**src/rtl/seq_alu.sv**
```systemverilog
`default_nettype none
// ============================================================================
// Module   : seq_alu
// Brief    : Multi-cycle ALU: single-cycle ops, shift-add MUL and restoring
//            DIV behind a valid/ready handshake. Optional macro
//            SEQ_ALU_EARLY_OUT_EN lets MUL finish once |B| is exhausted.
// Revision : 1.0 - initial release
// ============================================================================
module seq_alu #(
    parameter int DATA_PATH_WIDTH = 8,
    parameter int SHAMT_W         = $clog2(DATA_PATH_WIDTH)
) (
    input  logic                       clk,
    input  logic                       rst_n,
    input  logic                       in_valid,
    output logic                       in_ready,
    input  logic [DATA_PATH_WIDTH-1:0] input_A,
    input  logic [DATA_PATH_WIDTH-1:0] input_B,
    input  logic [3:0]                 op,
    input  logic                       is_signed,
    output logic                       out_valid,
    input  logic                       out_ready,
    output logic [DATA_PATH_WIDTH-1:0] out,
    output logic [DATA_PATH_WIDTH-1:0] out_hi,
    output logic                       LT,
    output logic                       GT,
    output logic                       EQ,
    output logic                       Z,
    output logic                       div_by_zero
);

    localparam int W  = DATA_PATH_WIDTH;
    localparam int CW = $clog2(W) + 1;

    localparam logic [3:0] c_OP_ADD = 4'd0;
    localparam logic [3:0] c_OP_SUB = 4'd1;
    localparam logic [3:0] c_OP_AND = 4'd2;
    localparam logic [3:0] c_OP_OR  = 4'd3;
    localparam logic [3:0] c_OP_XOR = 4'd4;
    localparam logic [3:0] c_OP_MOV = 4'd5;
    localparam logic [3:0] c_OP_CMP = 4'd6;
    localparam logic [3:0] c_OP_SHL = 4'd7;
    localparam logic [3:0] c_OP_SHR = 4'd8;
    localparam logic [3:0] c_OP_SRA = 4'd9;
    localparam logic [3:0] c_OP_MUL = 4'd10;
    localparam logic [3:0] c_OP_DIV = 4'd11;
    localparam logic [3:0] c_OP_INC = 4'd12;
    localparam logic [3:0] c_OP_DEC = 4'd13;

    typedef enum logic [1:0] {
        S_IDLE = 2'd0,
        S_BUSY = 2'd1,
        S_DONE = 2'd2
    } state_t;

    state_t          state_q, state_d;
    logic [CW-1:0]   cnt_q, cnt_d;
    logic            is_mul_q, is_mul_d;
    logic            neg_lo_q, neg_lo_d;
    logic            neg_hi_q, neg_hi_d;
    logic [2*W-1:0]  acc_q, acc_d;
    logic [2*W-1:0]  mcand_q, mcand_d;
    logic [W-1:0]    mpl_q, mpl_d;
    logic [W-1:0]    rem_q, rem_d;
    logic [W-1:0]    quo_q, quo_d;
    logic [W-1:0]    dvs_q, dvs_d;
    logic [W-1:0]    out_q, out_d;
    logic [W-1:0]    hi_q, hi_d;
    logic            lt_q, lt_d, gt_q, gt_d, eq_q, eq_d, z_q, z_d, dbz_q, dbz_d;

    logic [SHAMT_W-1:0] w_amt;
    logic               w_a_neg, w_b_neg;
    logic [W-1:0]       w_a_mag, w_b_mag;
    logic [W-1:0]       w_sc_out;
    logic               w_sc_lt, w_sc_gt, w_sc_eq;
    logic [2*W-1:0]     w_acc_nx, w_prod;
    logic               w_mul_last, w_mul_skip;
    logic [W:0]         w_rem_sh, w_trial;
    logic [W-1:0]       w_rem_nx, w_quo_nx, w_quo_fix, w_rem_fix;

    assign w_amt   = input_B[SHAMT_W-1:0];
    assign w_a_neg = is_signed & input_A[W-1];
    assign w_b_neg = is_signed & input_B[W-1];
    assign w_a_mag = w_a_neg ? -input_A : input_A;
    assign w_b_mag = w_b_neg ? -input_B : input_B;

    always_comb begin
        w_sc_out = '0;
        w_sc_lt  = 1'b0;
        w_sc_gt  = 1'b0;
        w_sc_eq  = 1'b0;
        case (op)
            c_OP_ADD: w_sc_out = input_A + input_B;
            c_OP_SUB: w_sc_out = input_A - input_B;
            c_OP_AND: w_sc_out = input_A & input_B;
            c_OP_OR:  w_sc_out = input_A | input_B;
            c_OP_XOR: w_sc_out = input_A ^ input_B;
            c_OP_MOV: w_sc_out = input_B;
            c_OP_CMP: begin
                if (is_signed) begin
                    w_sc_lt = $signed(input_A) < $signed(input_B);
                    w_sc_gt = $signed(input_A) > $signed(input_B);
                end else begin
                    w_sc_lt = input_A < input_B;
                    w_sc_gt = input_A > input_B;
                end
                w_sc_eq = (input_A == input_B);
            end
            c_OP_SHL: w_sc_out = input_A << w_amt;
            c_OP_SHR: w_sc_out = input_A >> w_amt;
            c_OP_SRA: w_sc_out = $signed(input_A) >>> w_amt;
            c_OP_INC: w_sc_out = input_A + W'(1);
            c_OP_DEC: w_sc_out = input_A - W'(1);
            default:  w_sc_out = '0;
        endcase
    end

    // Multiply: accumulate the left-shifting multiplicand for each set multiplier bit,
    // so the partial product always sits in its final bit position.
    assign w_acc_nx = mpl_q[0] ? (acc_q + mcand_q) : acc_q;
    assign w_prod   = neg_lo_q ? -w_acc_nx : w_acc_nx;

`ifdef SEQ_ALU_EARLY_OUT_EN
    assign w_mul_last = (cnt_q == CW'(1)) || (mpl_q[W-1:1] == '0);
    assign w_mul_skip = (w_b_mag == '0);
`else
    assign w_mul_last = (cnt_q == CW'(1));
    assign w_mul_skip = 1'b0;
`endif

    // Restoring divide: quo_q holds the unconsumed dividend bits in its top and
    // the developing quotient in its bottom.
    assign w_rem_sh  = {rem_q, quo_q[W-1]};
    assign w_trial   = w_rem_sh - {1'b0, dvs_q};
    assign w_rem_nx  = w_trial[W] ? w_rem_sh[W-1:0] : w_trial[W-1:0];
    assign w_quo_nx  = {quo_q[W-2:0], ~w_trial[W]};
    assign w_quo_fix = neg_lo_q ? -w_quo_nx : w_quo_nx;
    assign w_rem_fix = neg_hi_q ? -w_rem_nx : w_rem_nx;

    always_comb begin
        state_d  = state_q;
        cnt_d    = cnt_q;
        is_mul_d = is_mul_q;
        neg_lo_d = neg_lo_q;
        neg_hi_d = neg_hi_q;
        acc_d    = acc_q;
        mcand_d  = mcand_q;
        mpl_d    = mpl_q;
        rem_d    = rem_q;
        quo_d    = quo_q;
        dvs_d    = dvs_q;
        out_d    = out_q;
        hi_d     = hi_q;
        lt_d     = lt_q;
        gt_d     = gt_q;
        eq_d     = eq_q;
        z_d      = z_q;
        dbz_d    = dbz_q;
        case (state_q)
            S_IDLE: begin
                if (in_valid) begin
                    lt_d     = 1'b0;
                    gt_d     = 1'b0;
                    eq_d     = 1'b0;
                    dbz_d    = 1'b0;
                    is_mul_d = (op == c_OP_MUL);
                    state_d  = S_DONE;
                    if (op == c_OP_MUL && !w_mul_skip) begin
                        state_d  = S_BUSY;
                        cnt_d    = CW'(W);
                        acc_d    = '0;
                        mcand_d  = {{W{1'b0}}, w_a_mag};
                        mpl_d    = w_b_mag;
                        neg_lo_d = w_a_neg ^ w_b_neg;
                    end else if (op == c_OP_MUL) begin
                        out_d = '0;
                        hi_d  = '0;
                        z_d   = 1'b1;
                    end else if (op == c_OP_DIV && input_B == '0) begin
                        out_d = '1;
                        hi_d  = input_A;
                        z_d   = 1'b0;
                        dbz_d = 1'b1;
                    end else if (op == c_OP_DIV) begin
                        state_d  = S_BUSY;
                        cnt_d    = CW'(W);
                        rem_d    = '0;
                        quo_d    = w_a_mag;
                        dvs_d    = w_b_mag;
                        neg_lo_d = w_a_neg ^ w_b_neg;
                        neg_hi_d = w_a_neg;
                    end else begin
                        out_d = w_sc_out;
                        hi_d  = '0;
                        lt_d  = w_sc_lt;
                        gt_d  = w_sc_gt;
                        eq_d  = w_sc_eq;
                        z_d   = (op != c_OP_CMP) && (w_sc_out == '0);
                    end
                end
            end
            S_BUSY: begin
                cnt_d = cnt_q - CW'(1);
                if (is_mul_q) begin
                    acc_d   = w_acc_nx;
                    mcand_d = mcand_q << 1;
                    mpl_d   = mpl_q >> 1;
                    if (w_mul_last) begin
                        out_d   = w_prod[W-1:0];
                        hi_d    = w_prod[2*W-1:W];
                        z_d     = (w_prod[W-1:0] == '0);
                        state_d = S_DONE;
                    end
                end else begin
                    rem_d = w_rem_nx;
                    quo_d = w_quo_nx;
                    if (cnt_q == CW'(1)) begin
                        out_d   = w_quo_fix;
                        hi_d    = w_rem_fix;
                        z_d     = (w_quo_fix == '0);
                        state_d = S_DONE;
                    end
                end
            end
            S_DONE: begin
                if (out_ready) begin
                    state_d = S_IDLE;
                end
            end
            default: state_d = S_IDLE;
        endcase
    end

    always_ff @(posedge clk or negedge rst_n) begin
        if (!rst_n) begin
            state_q  <= S_IDLE;
            cnt_q    <= '0;
            is_mul_q <= 1'b0;
            neg_lo_q <= 1'b0;
            neg_hi_q <= 1'b0;
            acc_q    <= '0;
            mcand_q  <= '0;
            mpl_q    <= '0;
            rem_q    <= '0;
            quo_q    <= '0;
            dvs_q    <= '0;
            out_q    <= '0;
            hi_q     <= '0;
            lt_q     <= 1'b0;
            gt_q     <= 1'b0;
            eq_q     <= 1'b0;
            z_q      <= 1'b0;
            dbz_q    <= 1'b0;
        end else begin
            state_q  <= state_d;
            cnt_q    <= cnt_d;
            is_mul_q <= is_mul_d;
            neg_lo_q <= neg_lo_d;
            neg_hi_q <= neg_hi_d;
            acc_q    <= acc_d;
            mcand_q  <= mcand_d;
            mpl_q    <= mpl_d;
            rem_q    <= rem_d;
            quo_q    <= quo_d;
            dvs_q    <= dvs_d;
            out_q    <= out_d;
            hi_q     <= hi_d;
            lt_q     <= lt_d;
            gt_q     <= gt_d;
            eq_q     <= eq_d;
            z_q      <= z_d;
            dbz_q    <= dbz_d;
        end
    end

    assign in_ready    = (state_q == S_IDLE);
    assign out_valid   = (state_q == S_DONE);
    assign out         = out_q;
    assign out_hi      = hi_q;
    assign LT          = lt_q;
    assign GT          = gt_q;
    assign EQ          = eq_q;
    assign Z           = z_q;
    assign div_by_zero = dbz_q;

endmodule
`default_nettype wire

```
**config.mk**
```make
export PLATFORM = sky130hd
export DESIGN_NAME = seq_alu
export DESIGN_NICKNAME = d
export VERILOG_FILES = /design/src/rtl/seq_alu.sv
export SDC_FILE = /design/constraint.sdc
export NUM_CORES = 1
export LEC_CHECK = 0
export ABC_AREA = 1
export CORE_UTILIZATION = 40
export DETAILED_ROUTE_END_ITERATION = 10
export DONT_BUFFER_PORTS = 1
export MAX_ROUTING_LAYER = met4
export SLEW_MARGIN = 20
export SYNTH_ARGS = -nofsm -noshare
export SYNTH_HDL_FRONTEND = slang
export SYNTH_SLANG_ARGS = --single-unit
```
**constraint.sdc**
```tcl
create_clock -name clk -period 4.1 [get_ports clk]
set_input_delay 0.41 -clock clk [delete_from_list [all_inputs] [get_ports clk]]
set_output_delay 0.41 -clock clk [all_outputs]
set_load 0.02 [all_outputs]
```
# [After elaboration in Yosys (flattened, before gate mapping)]
# Index checks and enable logic that the tools add are counted.
[word_totals] mem_bits_ro=0 memories=0 ff_bits=94 latch_bits=0 out_inout_bits=23 ram_bits=0 wordCells=182 in_bits=25
[op_classes] bitwise_logic=9 n_reduce_logical=18 div=0 n_mux=87 add_sub_neg=12 magnitude_cmp=4 eq_ne=31 shifts=3 multipliers=0
[ops] op="2-to-1 mux 8 bit" count=32
[ops] op="2-to-1 mux 16 bit" count=8
[ops] op="case mux 8 bit (11 select lines)" count=1
[ops] op="case mux 8 bit (2 select lines)" count=5
[ops] op="case mux 16 bit (2 select lines)" count=2
[ops] op="logical NOT 8 bit" count=4
[ops] op="negation 8 bit" count=4
[ops] op="2-to-1 mux 1 bit" count=26
[ops] op="equality test 4 bit (second input constant)" count=6
[ops] op="adder 16 bit" count=1
[ops] op="equality test 4 x 3 -> 1 bit (second input constant)" count=4
[ops] op="greater-than comparator 8 bit" count=2
[ops] op="less-than comparator 8 bit" count=2
[ops] op="2-to-1 mux 4 bit" count=4
[ops] op="negation 16 bit" count=1
[ops] op="!= test 2 bit (second input constant)" count=7
[ops] op="2-to-1 mux 2 bit" count=6
[ops] op="AND reduction 4 bit" count=3
[ops] op="AND reduction 5 bit" count=2
[ops] op="subtractor 9 x 8 -> 9 bit" count=1
[ops] op="adder 8 x 1 -> 8 bit (second input constant)" count=1
[ops] op="adder 8 bit" count=1
[ops] op="AND 8 bit" count=1
[ops] op="equality test 4 x 1 -> 1 bit (second input constant)" count=2
[ops] op="other kinds (30)" count=38

# [Logic depth before layout (Yosys ltp)]
# Gate-level depths: netlist of run 1.
[depth] depth_word=9 mapped_depth=24

# [Least setup slack after synthesis of run 1]
# No wires, ideal clock.
[synth_path] kind="input to register" from="in input_B[1]" to="reg z_q, in the netlist Z" t_arrival_ns=2.875 path_stages=21 t_required_ns=4.029 slack_ns=1.154 path_cell_list="clkinv_1 > buf_2 > ha_1 > inv_1 > nor2_1 > nor2_1 > o21ai_0 > ha_1 > a21o_1 > nor2_1 > nor2_1 > o21ai_0 > nand2_1 > or2_2 > nand3_1 > nand2_1 > nor2_1 > nand3_1 > nand2_1 > nor2_1 > nor2_1"
[synth_between] elab_chain_cells=9 word_cells_on_any_way=20
[synth_lines] item="start, declared" line="18" rtl="input logic [DATA_PATH_WIDTH-1:0] input_B,"
[synth_lines] item="subtractor 8 bit (tied with other cells)" line="94" rtl="c_OP_SUB: w_sc_out = input_A - input_B;"
[synth_lines] item="case mux 8 bit (11 select lines)" line="92" rtl="case (op)"
[synth_lines] item="logical NOT 8 bit" line="198" rtl="z_d = (op != c_OP_CMP) && (w_sc_out == '0);"
[synth_lines] item="logical AND 1 bit" line="198"
[synth_lines] item="2-to-1 mux 1 bit" line="184" rtl="end else if (op == c_OP_DIV) begin"
[synth_lines] item="2-to-1 mux 1 bit" line="179" rtl="end else if (op == c_OP_DIV && input_B == '0) begin"
[synth_lines] item="2-to-1 mux 1 bit" line="168" rtl="if (op == c_OP_MUL && !w_mul_skip) begin"
[synth_lines] item="2-to-1 mux 1 bit" line="161" rtl="if (in_valid) begin"
[synth_lines] item="case mux 1 bit (2 select lines)" line="159" rtl="case (state_q)"
[synth_lines] item="end signal, assigned" line="271" rtl="z_q <= z_d;"
[synth_lines] item="end, declared" line="69" rtl="logic lt_q, lt_d, gt_q, gt_d, eq_q, eq_d, z_q, z_d, dbz_q, dbz_d;"
# Parallel ways exist; a longest one is shown, timed or not. The select of a mux whose other input is x is not followed.
# A chain may end at the register's enable or synchronous reset.

# [Worst setup path after layout of run 1]
[layout_path] from="reg quo_q[7]" to="reg out_q[6], in the netlist out[6]"
[layout_between] elab_chain_cells=7
[layout_lines] item="start, declared" line="65" rtl="logic [W-1:0] quo_q, quo_d;"
[layout_lines] item="start signal, assigned" line="264" rtl="quo_q <= quo_d;"
[layout_lines] item="subtractor 9 x 8 -> 9 bit" line="134" rtl="assign w_trial = w_rem_sh - {1'b0, dvs_q};"
[layout_lines] item="NOT 1 bit" line="136" rtl="assign w_quo_nx = {quo_q[W-2:0], ~w_trial[W]};"
[layout_lines] item="negation 8 bit" line="137" rtl="assign w_quo_fix = neg_lo_q ? -w_quo_nx : w_quo_nx;"
[layout_lines] item="2-to-1 mux 8 bit" line="137"
[layout_lines] item="2-to-1 mux 8 bit" line="217" rtl="if (cnt_q == CW'(1)) begin"
[layout_lines] item="2-to-1 mux 8 bit" line="204" rtl="if (is_mul_q) begin"
[layout_lines] item="case mux 8 bit (2 select lines)" line="159"
[layout_lines] item="end signal, assigned" line="266" rtl="out_q <= out_d;"
[layout_lines] item="end, declared" line="67" rtl="logic [W-1:0] out_q, out_d;"
# Every way passes these cells. The select of a mux whose other input is x is not followed.

==> impl_metrics.csv, run 1 <==
group,metric,value,unit
layout,layout.nets,1380,
hold_path,hold_path_class,"in2reg",
layout,fin_area,9150,um2
die,core-area,21000,um2
setup_path,critPathTopFamily,"adder cells",
timing,relSlewSlack,30.0,%
setup_path,worst-path-buf-inv,4,
logic_synthesis,async_reset_ff_share,100,%
timing,fmax,0.336,GHz
global_route,grt_pass1_vias,7828,
setup_path,setup.worst_path.start_class,"flop",
logic_synthesis,yosys.area.top_type,"dfrtp_1",
timing,hold-worst-slack,119,ps
logic_synthesis,synth_cells,1304,
clock_tree,post_cts_buffers,0,
setup_path,crit_start,"quo_q[7]",
layout,n_antenna_cell,0,
setup_path,critPathMaxStageDelay,410,ps
route,drtPass1Iterations,5,
logic_synthesis,synthTopCellsByArea,"dfrtp_1 27%, nand2_1 15%, ha_1 9.2%",
timing,tightestPinTransition,1050,ps
route,postRouteAntennaNets,0,
flow_run,drv_cap,0,
timing,rsz0062_at_grt,"no",
setup_path,reg2reg_to,"out[6]",
hold_path,hold_start,"out_ready",
outcome,status,"completed",
logic_synthesis,ys_types,51,
die,die-height,149,um
die,rows,53,
logic_synthesis,syn-num-nets,1396,
setup_path,reg2reg_from,"quo_q[7]",
timing,final_max_slew_viol_count,0,
clock_tree,cts_root_buf,"clkbuf_16",
timing,min_period,2980,ps
die,die_w,149,um
route,via_per_inst,5.41,
route,drc,0,
clock_tree,cts_sinks,94,
layout,area_growth,6.33,%
timing,finalSetupTns,0,ps
route,vias,8488,
setup_path,cp.arrival,3250,ps
logic_synthesis,syn_avg_cell_area,6.60,um2
timing,finalHoldViolCount,0,
place,routabilityCongestion,0.952,
clock_tree,cts_made_buffers,9,
setup_path,crit_type,"reg2reg",
global_route,grt_pass1_wl,43100,um
power,p_leak,4.64,nW
place,portBuffers,0,
die,pin_count,48,
global_route,grt_start_max_net_pins,95,
logic_synthesis,ys_seq_area_share,27.3,%
setup_path,required,4370,ps
timing,setup_viol,0,
die,floorplan.initialDensity,40.9,%
power,powerDensity,604,nW/um2
place,post_dp_cell_area,8820,um2
clock_tree,ctsLongestPathBuffers,2,
clock_tree,cts_tree,"built",
layout,final_layout_size_suffix_gt1_share,5.57,%
clock_tree,path_clk_slew,80,ps
logic_synthesis,synth_edf_count,0,
logic_synthesis,yosysMostFrequentCell,"nand2_1",
global_route,grt_use_total,26.1,%
route,routed_wl,27100,um
global_route,grt_remaining_overflow,0,
setup_path,cp-endpoint,"out[6]",
setup_path,cp_cell_sequence,"inv_1 -> ha_1 -> inv_1 -> fa_1 -> nand3_1 -> nand2_1 -> nand2_2 -> nand3_1 -> nand2_2 -> ha_1 -> inv_1 -> o41ai_1 -> xor2_1 -> a21oi_1 -> nand3_1 -> o21ai_0 -> inv_1",
logic_synthesis,ys_top_cells_by_count,"345 x nand2_1, 178 x inv_1, 121 x o21ai_0, 99 x nor2_1, 97 x nand3_1",
timing,timing.final.crit_share,72.7,%
route,drt_iter0_markers,581,
layout,fin_util,43.5,%
setup_path,path_max_fanout,7,
timing,fin_worst_skew,12.5,ps
logic_synthesis,ys_warn_count,0,
power,finalPower,5.52,mW
logic_synthesis,synth.top_cell.area_share,27.3,%
place,hpwl,21000,um
logic_synthesis,synth_ff_type,"dfrtp_1",
setup_path,end_kind,"flop",
clock_tree,h-tree-depth,3,
setup_path,cpMostUsedCell,"inv_1",
global_route,antenna_found_initial,0,
route,wl_per_cell,17.3,um
logic_synthesis,syn_area,8600,um2
clock_tree,clk_latency,370,ps
setup_path,slowest_stage,"dfrtp_1",
die,die_area,22100,um2
power,ir_drop,0.000315,V
logic_synthesis,ys_ff_latch,94,
setup_path,ff2ff_setup_slack,1120,ps
setup_path,reg2reg_depth,17,
setup_path,crit_cells,17,
## cell type report
| cell class | count | area (um2) |
|---|---|---|
| fill | 2212 | 11900 |
| sequential | 94 | 2350 |
| clock inverter | 7 | 65.1 |
| multi-input combinational | 984 | 5350 |
| inverter | 189 | 712 |
| clock buffer | 9 | 225 |
| tap | 275 | 344 |
| timing repair buffer | 10 | 97.6 |
## layer usage
metal  GRT usage (%)  part of all wire [%]  vias to the layer above
li1                -                     -                     4292
met1            34.2                    46                     3928
met2            40.9                    46                      222
met3            3.07                   4.6                       46
met4            10.3                   3.2                        0
met5               -                     0                        -
## worst reg2reg max path: cells and delay by family (launching register included)
kind / cells / cell delay [ps]
AOI/OAI and AO/OA: 3 / 630
xor gates and xnor gates: 1 / 140
adders and majority gates: 3 / 740
buffers and inverters: 4 / 250
DFF: 1 / 410
and+or+nand+nor: 6 / 710
## placed cells by master, fill, tap and decap left out, types with 14 or more instances in the layout
cell type / n
nand2_1: 345
inv_1: 178
o21ai_0: 120
nor2_1: 99
nand3_1: 97
dfrtp_1: 94
ha_1: 63
a21oi_1: 62
o22ai_1: 29
nand4_1: 17
xor2_1: 16
a22oi_1: 16
nor3_1: 14
## stage by stage
stage	setup WS (ps)	cells
2_1_floorplan	1150	1304
3_3_place_gp	974	1550
3_5_place_dp	1010	1550
4_1_cts	1100	1568
5_1_grt	777	1568
6_report	1120	1568
## cells by family after synthesis
group / Yosys count / share of synthesized area [%]
AOI/OAI and AO/OA: 279 / 18.7
DFF: 94 / 27.3
xor gates and xnor gates: 25 / 2.55
adders and majority gates: 67 / 10.1
buffers and inverters: 226 / 10.5
and+or+nand+nor: 613 / 30.8
## registers in the layout (all words and copies together), names as in the netlist, 2 cells and up
| name | cells |
|---|---|
| acc_q | 16 |
| mcand_q | 16 |
| dvs_q | 8 |
| mpl_q | 8 |
| out | 8 |
| out_hi | 8 |
| quo_q | 8 |
| rem_q | 8 |
| cnt_q | 4 |
| state_q | 2 |
## worst min-delay path by stage
| stage | depth (start not counted) | end |
|---|---|---|
| 2_1_floorplan | 0 | EQ |
| 3_3_place_gp | 0 | acc_q[11] |
| 4_1_cts | 1 | state_q[1] |
| 5_1_grt | 1 | state_q[1] |
| 6_report | 1 | state_q[1] |
| 3_5_place_dp | 0 | acc_q[11] |
## report_power, final
group	internal (mW)	switching, mW	total [mW]
combinational	1.05	2.06	3.11
clock	0.429	0.429	0.858
sequential	1.19	0.360	1.55
total	2.67	2.85	5.52
## what timing repair did
action                    CTS  global route
hold buffers                2             0
resized for setup           0             0
hold endpoints to repair   94             0
Note: power is estimated with default switching activity, not from simulation.
==> inputs of run 2 (changes only) <==
ABC_AREA = 0   (was 1)
clock period = 3 ns   (was 4.1 ns; I/O delays follow)
==> impl_metrics.csv, run 2 <==
group,metric,value,unit
outcome,status,"finished with violations",
outcome,violations,"negative setup slack",
flow_run,drv_cap,0,
layout,layout_common_cells,"119 x buf_4, 109 x nand2_1, 93 x dfrtp_1",
clock_tree,h-tree-depth,3,
layout,layout.nets,1218,
logic_synthesis,synth_cells,1047,
timing,setup_viol,7,
layout,fin_util,49.6,%
timing,tightestPinTransition,610,ps
die,floorplan.initialDensity,40.7,%
die,die-height,148,um
logic_synthesis,ys_types,79,
layout,fill_cells,2024,
setup_path,slowest_stage,"o41ai_2",
power,ir_drop,0.000496,V
global_route,grt_start_max_net_pins,95,
die,pin_count,48,
layout,area_growth,21.9,%
logic_synthesis,ys_seq_area_share,27.5,%
global_route,grt_pass1_wl,43600,um
timing,finalSetupTns,-568,ps
route,postRouteAntennaNets,0,
route,via_per_inst,5.97,
clock_tree,ctsLongestPathBuffers,2,
global_route,grt_pass1_vias,7981,
setup_path,ff2ff_setup_slack,-130,ps
logic_synthesis,ys_warn_count,0,
hold_path,hold_path_class,"in2reg",
global_route,antenna_found_initial,0,
setup_path,cp_cell_sequence,"inv_2 -> ha_4 -> inv_2 -> fa_2 -> a211oi_4 -> buf_4 -> nor4_4 -> nor4_4 -> inv_2 -> o41ai_2 -> a41o_1 -> xnor2_2 -> a2111o_1 -> nand3_1",
setup_path,critPathMaxStageDelay,470,ps
layout,reg_top3,"acc_q: 16 flops, mcand_q: 16 flops",
timing,relSlewSlack,59.1,%
timing,finalHoldViolCount,0,
timing,fin_worst_skew,9.56,ps
place,place_ws,-332,ps
hold_path,hold_depth,2,
power,powerDensity,1160,nW/um2
setup_path,required,3300,ps
setup_path,cpMostUsedCell,"inv_2",
setup_path,path_max_fanout,7,
setup_path,cp.arrival,3430,ps
logic_synthesis,synth_ff_type,"dfrtp_1",
setup_path,reg2reg_depth,14,
logic_synthesis,ys_top_cells_by_count,"109 x nand2_1, 94 x dfrtp_1, 87 x o21ai_0, 75 x nor2_1, 68 x a21oi_1",
logic_synthesis,ys_ff_latch,94,
route,drt_iter0_markers,422,
setup_path,end_kind,"flop",
layout,final_layout_size_suffix_gt1_share,20.4,%
die,core-area,21000,um2
route,drtPass1Iterations,5,
timing,timing.final.crit_share,104,%
die,rows,53,
logic_synthesis,synth.top_cell.area_share,27.5,%
timing,fmax,0.319,GHz
layout,seq_area,2350,um2
setup_path,crit_type,"reg2reg",
route,wl_per_cell,19.7,um
route,routed_wl,27800,um
timing,finalWorstSetupSlack,-133,ps
timing,min_period,3130,ps
place,hpwl,20600,um
clock_tree,cts_root_buf,"clkbuf_16",
timing,rsz0062_at_grt,"yes",
place,post_dp_cell_area,9570,um2
place,portBuffers,0,
layout,fin_area,10400,um2
route,vias,8396,
route,drc,0,
clock_tree,cts_made_buffers,9,
logic_synthesis,yosys.area.top_type,"dfrtp_1",
clock_tree,cts_sinks,94,
clock_tree,clk_latency,360,ps
logic_synthesis,syn_avg_cell_area,8.17,um2
logic_synthesis,syn-num-nets,1139,
clock_tree,path_clk_slew,70,ps
logic_synthesis,async_reset_ff_share,100,%
logic_synthesis,synth_edf_count,0,
power,p_leak,4.49,nW
setup_path,setup.worst_path.start_class,"flop",
clock_tree,cts_tree,"built",
place,routabilityCongestion,1.09,
timing,final_max_slew_viol_count,0,
logic_synthesis,synthTopCellsByArea,"dfrtp_1 28%, ha_1 9.2%, o21ai_0 5.1%",
global_route,grt_use_total,26.3,%
global_route,grt_remaining_overflow,0,
timing,hold-worst-slack,107,ps
die,die_w,148,um
layout,mostFrequentLayoutCell,"buf_4",
die,die_area,22000,um2
logic_synthesis,yosysMostFrequentCell,"nand2_1",
logic_synthesis,syn_area,8550,um2
layout,multi_input_area,6230,um2
[run 2: worst paths after layout]
kind,from,to
max reg2reg,quo_q[7],out_hi[7]
min,input_A[5],out_hi[5]
min in group asynchronous,rst_n,mcand_q[12]
max in group asynchronous,rst_n,acc_q[1]
min reg2reg,dvs_q[2],dvs_q[2]
max,quo_q[7],out_hi[7]
[run 2: cell type report]
| class | count | area share, % |
|---|---|---|
| multi-input cells | 843 | 59.7 |
| flip-flops and latches | 94 | 22.6 |
| repair buffers | 126 | 9.55 |
| well taps | 275 | 3.30 |
| clock buffers | 9 | 2.16 |
| inverters | 52 | 1.87 |
| clock inverters | 7 | 0.780 |
| diodes | 1 | 0.0240 |
[run 2: kinds of logic after synthesis]
logic type | after synthesis | share of synthesized area (%)
AO/OA/AOI/OAI | 343 | 27.3
XOR/XNOR | 63 | 6.45
adder cells (fa/ha/maj) | 67 | 10.2
buffers and inverters | 110 | 5.00
flip-flops | 94 | 27.5
multiplexers | 32 | 4.45
AND/OR/NAND/NOR | 338 | 19.2
[run 2: through the flow]
| step | power (mW) | instances |
|---|---|---|
| 2_1_floorplan | 7.09 | 1047 |
| 3_3_place_gp | 9.40 | 1377 |
| 3_5_place_dp | 9.47 | 1377 |
| 4_1_cts | 11.5 | 1402 |
| 5_1_grt | 13.0 | 1406 |
| 6_report | 12.1 | 1407 |
[run 2: power breakdown]
group	switching, mW	total (mW)	leakage [nW]	internal (mW)
Sequential	0.675	2.45	1.22	1.78
Combinational	4.44	8.41	3.12	3.98
Clock	0.533	1.19	0.152	0.660
[run 2: routing by layer]
| layer | track usage, % | vias up | share of wire [%] |
|---|---|---|---|
| li1 | - | 4048 | - |
| met1 | 33.3 | 4089 | 44 |
| met2 | 42.0 | 213 | 48 |
| met3 | 4.72 | 46 | 5.4 |
| met4 | 9.48 | 0 | 2.7 |
| met5 | - | - | 0 |
[run 2: worst max-delay path: cells and delay by family (launching register included)]
| family | cells | cell delay [ps] |
|---|---|---|
| AND/OR/NAND/NOR | 3 | 290 |
| adder cells (fa/ha/maj) | 2 | 510 |
| flip-flops | 1 | 390 |
| AO/OA/AOI/OAI | 4 | 1350 |
| buffers and inverters | 4 | 430 |
| XOR/XNOR | 1 | 100 |
[run 2: repair_timing]
| action | 4_1_cts | 5_1_grt |
|---|---|---|
| cloned | 0 | 0 |
| hold endpoints to repair | 94 | 0 |
| endpoints found under the setup margin | 16 | 17 |
| resized for setup | 50 | 34 |
| pin swaps | 33 | 29 |
| hold buffers | 2 | 0 |
| buffers inserted | 7 | 4 |
